==> src/rtl/qspi_rd_stream.sv <==
// qspi_rd_stream: QSPI-domain read streamer. It requests 16-byte line fills
// and streams the line buffer out as bytes over a valid/ready handshake.
// Ports: ram_clk/rst (sync, active-high); cmd_* read command and abort;
// byte_* output stream; qspi_rd_* fill-stage request/busy; ram_* buffer read.
module qspi_rd_stream #(
    parameter int BUSY_TIMEOUT = 8,
    parameter int LINE_WORDS   = 8
) (
    input  logic        ram_clk,
    input  logic        rst,
    input  logic        cmd_valid,
    output logic        cmd_ready,
    input  logic [23:0] cmd_addr,
    input  logic        cmd_abort,
    output logic        byte_valid,
    input  logic        byte_ready,
    output logic [7:0]  byte_data,
    output logic [23:0] qspi_rd_addr,
    output logic        qspi_rd_req,
    input  logic        qspi_rd_busy,
    output logic        ram_ren,
    output logic [2:0]  ram_raddr,
    input  logic [15:0] ram_rdata
);

    localparam int CW = $clog2(BUSY_TIMEOUT + 1);
    localparam logic [CW-1:0] TO_LAST = CW'(BUSY_TIMEOUT - 1);
    localparam logic [2:0] LAST_WORD = 3'(LINE_WORDS - 1);
    localparam logic [23:0] LINE_BYTES = 24'(2 * LINE_WORDS);

    typedef enum logic [2:0] {
        S_IDLE,
        S_REQ,
        S_WAIT_HI,
        S_WAIT_LO,
        S_FETCH,
        S_STREAM
    } state_t;

    state_t        state_q, state_d;
    logic          busy_m_q, busy_s_q;
    logic [23:0]   line_addr_q, line_addr_d;
    logic [2:0]    word_idx_q, word_idx_d;
    logic          byte_sel_q, byte_sel_d;
    logic [15:0]   word_reg_q, word_reg_d;
    logic [CW-1:0] cnt_q, cnt_d;
    logic          req_q, req_d;
    logic          ren_q, ren_d;
    logic [2:0]    raddr_q, raddr_d;

    logic cmd_accept;
    logic byte_accept;

    // Abort wins over a same-cycle accept, so it also masks cmd_ready.
    assign cmd_ready = (state_q == S_IDLE) && !busy_s_q && !cmd_abort && !rst;
    assign byte_valid = (state_q == S_STREAM);
    assign byte_data = byte_sel_q ? word_reg_q[15:8] : word_reg_q[7:0];
    assign qspi_rd_addr = line_addr_q;
    assign qspi_rd_req = req_q;
    assign ram_ren = ren_q;
    assign ram_raddr = raddr_q;

    assign cmd_accept = cmd_valid && cmd_ready;
    assign byte_accept = byte_valid && byte_ready;

    always_comb begin
        state_d     = state_q;
        line_addr_d = line_addr_q;
        word_idx_d  = word_idx_q;
        byte_sel_d  = byte_sel_q;
        word_reg_d  = word_reg_q;
        cnt_d       = cnt_q;
        req_d       = req_q;
        ren_d       = 1'b0;
        raddr_d     = 3'd0;
        if (cmd_abort) begin
            // An in-flight fill keeps running; IDLE waits on busy_s.
            state_d = S_IDLE;
            req_d   = 1'b0;
        end else begin
            unique case (state_q)
                S_IDLE: begin
                    if (cmd_accept) begin
                        line_addr_d = {cmd_addr[23:1], 1'b0};
                        word_idx_d  = 3'd0;
                        byte_sel_d  = cmd_addr[0];
                        state_d     = S_REQ;
                    end
                end
                S_REQ: begin
                    req_d   = 1'b1;
                    cnt_d   = '0;
                    state_d = S_WAIT_HI;
                end
                S_WAIT_HI: begin
                    if (busy_s_q) begin
                        req_d   = 1'b0;
                        state_d = S_WAIT_LO;
                    end else if (cnt_q == TO_LAST) begin
                        // No busy: fill stage saw a same-line hit.
                        req_d   = 1'b0;
                        ren_d   = 1'b1;
                        raddr_d = word_idx_q;
                        state_d = S_FETCH;
                    end else begin
                        cnt_d = cnt_q + CW'(1);
                    end
                end
                S_WAIT_LO: begin
                    if (!busy_s_q) begin
                        ren_d   = 1'b1;
                        raddr_d = word_idx_q;
                        state_d = S_FETCH;
                    end
                end
                S_FETCH: begin
                    // ren is high on the first FETCH cycle; data lands next.
                    if (!ren_q) begin
                        word_reg_d = ram_rdata;
                        state_d    = S_STREAM;
                    end
                end
                S_STREAM: begin
                    if (byte_accept) begin
                        if (!byte_sel_q) begin
                            byte_sel_d = 1'b1;
                        end else begin
                            byte_sel_d = 1'b0;
                            if (word_idx_q != LAST_WORD) begin
                                word_idx_d = word_idx_q + 3'd1;
                                ren_d      = 1'b1;
                                raddr_d    = word_idx_q + 3'd1;
                                state_d    = S_FETCH;
                            end else begin
                                line_addr_d = line_addr_q + LINE_BYTES;
                                word_idx_d  = 3'd0;
                                state_d     = S_REQ;
                            end
                        end
                    end
                end
                default: state_d = S_IDLE;
            endcase
        end
    end

    always_ff @(posedge ram_clk) begin
        if (rst) begin
            state_q     <= S_IDLE;
            busy_m_q    <= 1'b0;
            busy_s_q    <= 1'b0;
            line_addr_q <= 24'd0;
            word_idx_q  <= 3'd0;
            byte_sel_q  <= 1'b0;
            word_reg_q  <= 16'd0;
            cnt_q       <= '0;
            req_q       <= 1'b0;
            ren_q       <= 1'b0;
            raddr_q     <= 3'd0;
        end else begin
            state_q     <= state_d;
            busy_m_q    <= qspi_rd_busy;
            busy_s_q    <= busy_m_q;
            line_addr_q <= line_addr_d;
            word_idx_q  <= word_idx_d;
            byte_sel_q  <= byte_sel_d;
            word_reg_q  <= word_reg_d;
            cnt_q       <= cnt_d;
            req_q       <= req_d;
            ren_q       <= ren_d;
            raddr_q     <= raddr_d;
        end
    end

endmodule

==> config.mk <==
export PLATFORM = sky130hd
export DESIGN_NAME = qspi_rd_stream
export DESIGN_NICKNAME = d
export VERILOG_FILES = /design/src/rtl/qspi_rd_stream.sv
export SDC_FILE = /design/constraint.sdc
export NUM_CORES = 1
export LEC_CHECK = 0
export CAP_MARGIN = 15
export CELL_PAD_IN_SITES_DETAIL_PLACEMENT = 1
export CELL_PAD_IN_SITES_GLOBAL_PLACEMENT = 1
export CORE_UTILIZATION = 34
export DETAILED_ROUTE_END_ITERATION = 12
export GPL_TIMING_DRIVEN = 0
export HOLD_SLACK_MARGIN = 0.03
export PLACE_DENSITY = 0.86
export SLEW_MARGIN = 20
export SYNTH_ARGS = -nofsm -noshare
export SYNTH_HDL_FRONTEND = slang
export SYNTH_SLANG_ARGS = --single-unit
==> constraint.sdc <==
create_clock -name ram_clk -period 2.39 [get_ports ram_clk]
set_clock_uncertainty 0.05 [all_clocks]
set_input_delay 0.5975 -clock ram_clk [delete_from_list [all_inputs] [get_ports ram_clk]]
set_output_delay 0.5975 -clock ram_clk [all_outputs]
set_load 0.02 [all_outputs]
==> results of run 1 <==
-- cell usage in the layout, fill, tap and decap left out, types with 7 or more instances in the layout --
cell type	instances
clkdlybuf4s50_1	71
nand2_1	68
dfxtp_1	57
a21oi_1	49
nor2_1	30
o21ai_0	20
clkbuf_1	16
clkbuf_8	13
nand3_1	13
mux2_2	10
nor3_1	9
dlygate4sd2_1	9
nor2b_1	7
nand4_1	7
-- state kept, by name (all words and copies together) (netlist names) --
signal        flops
state_q           3
ram_ren           1
busy_s_q          1
cnt_q             4
word_reg_q       16
ram_raddr         3
busy_m_q          1
qspi_rd_addr     23
qspi_rd_req       1
word_idx_q        3
byte_sel_q        1
-- repair_timing --
action / CTS / global route
pin swaps: 0 / 0
setup endpoints to repair: 34 / 14
gates resized for setup: 29 / 6
buffers inserted: 0 / 4
-- metrics by stage --
step,cell area (µm²),setup slack [ns]
detailed placement,3923,-0.8089
finish,4264,0.09420
floorplan,2970,0.1385
global route,4264,0.01196
CTS,4220,0.01169
global placement,3923,-0.8073
-- layout make-up --
type / count / share of cell area [%]
clock buffers: 11 / 3.550
repair buffers: 86 / 19.66
clock inverters: 5 / 2.934
flip-flops and latches: 57 / 26.76
inverters: 4 / 0.4108
multi-input cells: 296 / 40.02
well taps: 105 / 3.081
plain buffers: 27 / 3.580
-- power by group through the flow --
stage / registers [mW] / logic, mW / clock network, mW
final: 0.981 / 0.225 / 1.26
after global routing: 0.982 / 0.239 / 1.32
after CTS: 0.980 / 0.222 / 1.27
after detailed placement: 1.00 / 0.217 / 0
after global placement: 1.00 / 0.213 / 0
after floorplan: 1.01 / 0.0776 / 0
-- critical path: cells and delay by family, from the launching register on --
kind                   cells  cell delay, ns
buffers and inverters      4            0.76
flip-flops                 1            0.30
AND/OR/NAND/NOR            1            0.24
-- metal layers --
layer  track usage, %  vias to the layer above  part of all wire, %
met4            6.841                        0                  1.3
met1            30.15                     1688                   42
met3            6.220                       17                  5.1
li1                 -                     1569                    -
met5                0                        -                    0
met2            45.30                      116                   51
-- cell families after synthesis --
family,synth area share (%)
adder cells (fa/ha/maj),1.685
flip-flops,38.42
other,0.1262
buffers and inverters,4.718
AND/OR/NAND/NOR,27.76
multiplexers,4.465
AO/OA/AOI/OAI,22.54
XOR/XNOR,0.2949
-- path summary, 6_finish.rpt --
path	to	depth (start not counted)
max	byte_valid	5
min	busy_s_q	1
max reg2reg	qspi_rd_addr[23]	7
min reg2reg	busy_s_q	1
==> metrics.md, run 1 <==
| Metric | Value |
|---|---|
| Routed vias | 3390 |
| First-pass GRT wire length | 17530 µm |
| Sequential Power Share | 39.7% |
| DP HPWL | 7730 µm |
| DR WL/cell | 19.07 µm |
| Area of the multi-input gates | 1707 µm² |
| Crit-path cells | buf_2 > nand3b_1 > inv_4 > clkbuf_8 > clkdlybuf4s15_2 |
| Via-to-Cell Ratio | 5.736 |
| GRT Util Overall | 25.39% |
| CTS Buf Count | 9 |
| Design Power | 2.470 mW |
| Share of flip-flops with an asynchronous set or reset | 0% |
| CTS root buffer | clkbuf_8 |
| CORE AREA | 8341 µm² |
| Drt pass-1 iters | 5 |
| Final setup TNS | 0 ns |
| Syn. warnings | 0 |
| Crit path required time | 1.74 ns |
| Switching share of total power | 21.55% |
| Max-slew violation count | 0 |
| Rel. slew slack | 53.46% |
| Critical-path maximum fanout | 10 |
| Fin. Hold Viols | 0 |
| Critical path endpoint category | output port |
| Cell variety after synth | 54 |
| CP Class | flop to output port |
| Power Internal | 1.938 mW |
| Worst reg2reg setup slack | 0.12 ns |
| Port buffer count | 82 |
| Share of cells above drive strength 1 | 10.91% |
| Iteration-0 DRC Markers | 204 |
| CP Launch Point | state_q[1] |
| Die H | 95.47 µm |
| IO Count | 85 |
| Final GP Congestion | 0.8554 |
| Syn Inst Count | 384 |
| Largest buffer count on any clock path | 2 |
| Post-layout util | 51.13% |
| Static Leak | 1.555 nW |
| PwrDens | 579.3 nW/µm² |
| Fmax | 435.6 MHz |
| Slowest cell on the critical path | dfxtp_1 |
| Clock slew at reported path FFs | 0.08 ns |
| Diode count | 0 |
| Largest cells by area after synthesis | dfxtp_1 (38%), nand2_1 (8.6%), a21oi_1 (8.3%) |
| CTS H-Tree Depth | 3 |
| Post-route DRC violation count | 0 |
| Count leader, synth | nand2_1 |
| Die Wd | 95.47 µm |
| Fin crit share | 96.06% |
| Status | completed |
| Final WL | 11270 µm |
| Startpoint types | flop |
| CTS tree | built |
| Syn_nets | 434 |
| Row count | 33 |
| Hold Buf Count CTS | 0 |
| Worst hold start | busy_m_q |
| Nets@finish | 531 |
| Synth top area share | 38.42% |
| CTS Sinks | 57 |
| Tmin final | 2.296 ns |
| Starting Density | 35.61% |
| Worst path max stage delay | 0.30 ns |
| Storage cell area | 1141 µm² |
| Number of global-route vias before repair | 3473 |
| CP Data Arrival Time | 1.65 ns |
| Max Cap Viol | 0 |
| Layout area overhead | 43.56% |
| Post-synthesis register bit count | 57 |
| Skew-Pair Late Insertion Delay | 0.34 ns |
| Most instantiated cells after synthesis | nand2_1 (68), dfxtp_1 (57), a21oi_1 (49) |
| VDD IR max | 261.2 µV |
| Synth Flop Type | dfxtp_1 |
| Post-route ant nets | 0 |
| R2r startpoint | word_idx_q[0] |
| Hold Path Class | flop to flop |
| Largest net degree at the start of global routing | 11 |
| Die ar. | 9115 µm² |
| Gate power share | 9.1% |
| WHS | 0.3824 ns |
| RSZ-0062 raised after global routing | false |
| Synth Cell Area | 2970 µm² |
| Yosys top cell by area | dfxtp_1 |
| Sw power | 0.5324 mW |
| Fillcell total | 1040 |
| Seq/Total Area, Yosys | 38.42% |
| GRT overflow | 0 |
| Worst-Margin Slew | 0.6967 ns |
| Syn Area/Cell | 7.735 µm² |
| Final Non-Filler Cells | 591 |
| Final setup viols | 0 |
| Initial antenna violation count | 0 |
| Clk network pwr share | 51.2% |
| Placed Cells incl. Taps | 571 |
| Post-synth EDFFs | 0 |
Power figures use the tool's default switching activity.
==> run 2, diff against run 1 <==
--- a/config.mk
+++ b/config.mk
@@ -12,7 +12,7 @@
 export DETAILED_ROUTE_END_ITERATION = 12
 export GPL_TIMING_DRIVEN = 0
 export HOLD_SLACK_MARGIN = 0.03
-export PLACE_DENSITY = 0.86
+export PLACE_DENSITY_LB_ADDON = 0.1
 export SLEW_MARGIN = 20
 export SYNTH_ARGS = -nofsm -noshare
 export SYNTH_HDL_FRONTEND = slang
==> metrics.md, run 2 (synthesis gave the netlist of run 1 again) <==
| Metric | Value |
|---|---|
| Max FFs per register | 23 (unchanged) |
| Fin. Hold Viols | 0 (unchanged) |
| Delay-heaviest family, CP | buffers and inverters |
| Iteration-0 DRC Markers | 116 (-43%) |
| Post-route DRC violation count | 0 (unchanged) |
| CORE AREA | 8341 µm² (unchanged) |
| IO Count | 85 (unchanged) |
| Fmax | 430.9 MHz (-1.1%) |
| GRT overflow | 0 (unchanged) |
| CTS H-Tree Depth | 3 (unchanged) |
| CTS tree | built |
| Clock slew at reported path FFs | 0.07 ns (about the same) |
| Via-to-Cell Ratio | 5.470 (-4.6%) |
| Commonest non-fill, non-tap cells in the layout | clkdlybuf4s50_1 (71), nand2_1 (68), dfxtp_1 (57) |
| Final Non-Filler Cells | 591 (unchanged) |
| GRT Util Overall | 24.42% (-0.97 points) |
| Placed Cells incl. Taps | 571 (unchanged) |
| DP Worst Slack | -0.7780 ns (+0.03093 ns) |
| Fin crit share | 97.09% (+1.0 points) |
| Die ar. | 9115 µm² (unchanged) |
| WHS | 0.4071 ns (+0.02468 ns) |
| WP buf/inv | 3 (-1) |
| Starting Density | 35.61% (unchanged) |
| Tmin final | 2.320 ns (+0.02465 ns) |
| Worst reg2reg setup slack | 0.12 ns (about the same) |
| Min setup slack post-route | 0.06954 ns (-0.02465 ns) |
| Area of the multi-input gates | 1699 µm² (-0.44%) |
| Crit path required time | 1.74 ns (about the same) |
| VDD IR max | 330.7 µV (+27%) |
| Commonest non-fill, non-tap cell in the layout | clkdlybuf4s50_1 |
| Worst-Margin Slew | 0.6753 ns (-0.02134 ns) |
| Largest net degree at the start of global routing | 12 (+1) |
| PwrDens | 553.2 nW/µm² (-4.5%) |
| CTS Sinks | 57 (unchanged) |
| DP HPWL | 7439 µm (-3.8%) |
| CTS Buf Count | 9 (unchanged) |
| DR WL/cell | 17.99 µm (-5.7%) |
| Startpoint types | input pin |
| Diode count | 0 (unchanged) |
| Initial antenna violation count | 0 (unchanged) |
| RSZ-0062 raised after global routing | false |
| Die H | 95.47 µm (unchanged) |
| Rel. slew slack | 54.88% (+1.4 points) |
| Final GP Congestion | 0.8317 (-2.8%) |
| Worst path max stage delay | 0.27 ns (-0.03 ns) |
| Nets@finish | 531 (unchanged) |
| Number of global-route vias before repair | 3405 (-2.0%) |
| Max-slew violation count | 0 (unchanged) |
| Post-route ant nets | 0 (unchanged) |
| Die Wd | 95.47 µm (unchanged) |
| Final WL | 10630 µm (-5.7%) |
| Drt pass-1 iters | 4 (-1) |
| Share of cells above drive strength 1 | 10.49% (-0.41 points) |
| Crit-path cells | dlygate4sd2_1 > clkbuf_8 > or2_4 > nor3b_1 > buf_2 |
| CTS root buffer | clkbuf_8 |
| Row count | 33 (unchanged) |
| CP Class | input pin to output port |
| Skew-Pair Late Insertion Delay | 0.35 ns (about the same) |
| Storage cell area | 1141 µm² (unchanged) |
| Routed vias | 3233 (-4.6%) |
| CP Data Arrival Time | 1.67 ns (+0.02 ns) |
| Final setup viols | 0 (unchanged) |
| Fillcell total | 1036 (-0.38%) |
| Final setup TNS | 0 ns (unchanged) |
| Layout area overhead | 41.79% |
| Post-layout util | 50.50% (-0.63 points) |
| Critical path endpoint category | output port |
| Port buffer count | 82 (unchanged) |
| Hold Path Class | flop to flop |
| Slowest cell on the critical path | dlygate4sd2_1 |
| Max Cap Viol | 0 (unchanged) |
| Critical-path maximum fanout | 10 (unchanged) |
| First-pass GRT wire length | 16880 µm (-3.7%) |
| Status | completed |
| Static Leak | 1.530 nW (-1.6%) |
| Largest buffer count on any clock path | 2 (unchanged) |
run 2: per-stage QoR:
stage               area (µm²)  power, mW
finish                    4212      2.330
detailed placement        3923      1.218
global placement          3923      1.215
CTS                       4175      2.343
floorplan                 2970      1.088
global route              4212      2.401
run 2: worst paths after layout:
path,start,endpoint,cells after the start
max,rst,cmd_ready,5
min,word_reg_q[8],word_reg_q[8],2
max reg2reg,word_idx_q[0],qspi_rd_addr[23],7
min reg2reg,word_reg_q[8],word_reg_q[8],2
run 2: timing repair:
action | CTS | global route
setup buffers | 0 | 4
setup endpoints to repair | 40 | 8
gates resized for setup | 27 | 4
cloned | 0 | 0
hold buffers | 0 | 0
run 2: tightest hold or removal path, stage by stage, from the launching register on:
cell	delay [ns]
dfxtp_1	0.31
nand2_1	0.05
a21oi_1	0.05
run 2: metal layers:
layer | wire (µm) | share of wire, % | global-route usage (%) | up-vias
met5 | 0 | 0 | 0 | -
met3 | 512 | 4.8 | 5.183 | 10
li1 | - | - | - | 1568
met4 | 108 | 1.0 | 6.095 | 0
met2 | 5134 | 48 | 42.38 | 90
met1 | 4878 | 46 | 30.62 | 1565
run 2: area by class of cell:
| cell class | instances | share of cell area [%] |
|---|---|---|
| Tap cell | 105 | 3.119 |
| Sequential cell | 57 | 27.09 |
| Buffer | 27 | 3.417 |
| Multi-Input combinational cell | 296 | 40.34 |
| Clock inverter | 7 | 2.822 |
| Timing Repair Buffer | 86 | 19.85 |
| Inverter | 4 | 0.4159 |
| Clock buffer | 9 | 2.941 |
run 2: power by group:
part / total [mW] / switching, mW / internal, mW
logic: 0.221 / 0.101 / 0.120
clock network: 1.13 / 0.437 / 0.692
registers: 0.980 / 0.0168 / 0.963
total: 2.33 / 0.555 / 1.77
==> run 3, diff against run 2 <==
--- a/config.mk
+++ b/config.mk
@@ -5,7 +5,7 @@
 export SDC_FILE = /design/constraint.sdc
 export NUM_CORES = 1
 export LEC_CHECK = 0
-export CAP_MARGIN = 15
+export CAP_MARGIN = 20
 export CELL_PAD_IN_SITES_DETAIL_PLACEMENT = 1
 export CELL_PAD_IN_SITES_GLOBAL_PLACEMENT = 1
 export CORE_UTILIZATION = 34
==> results of run 3 <==
The final DEF is identical to that of run 2; final timing and power are the same.
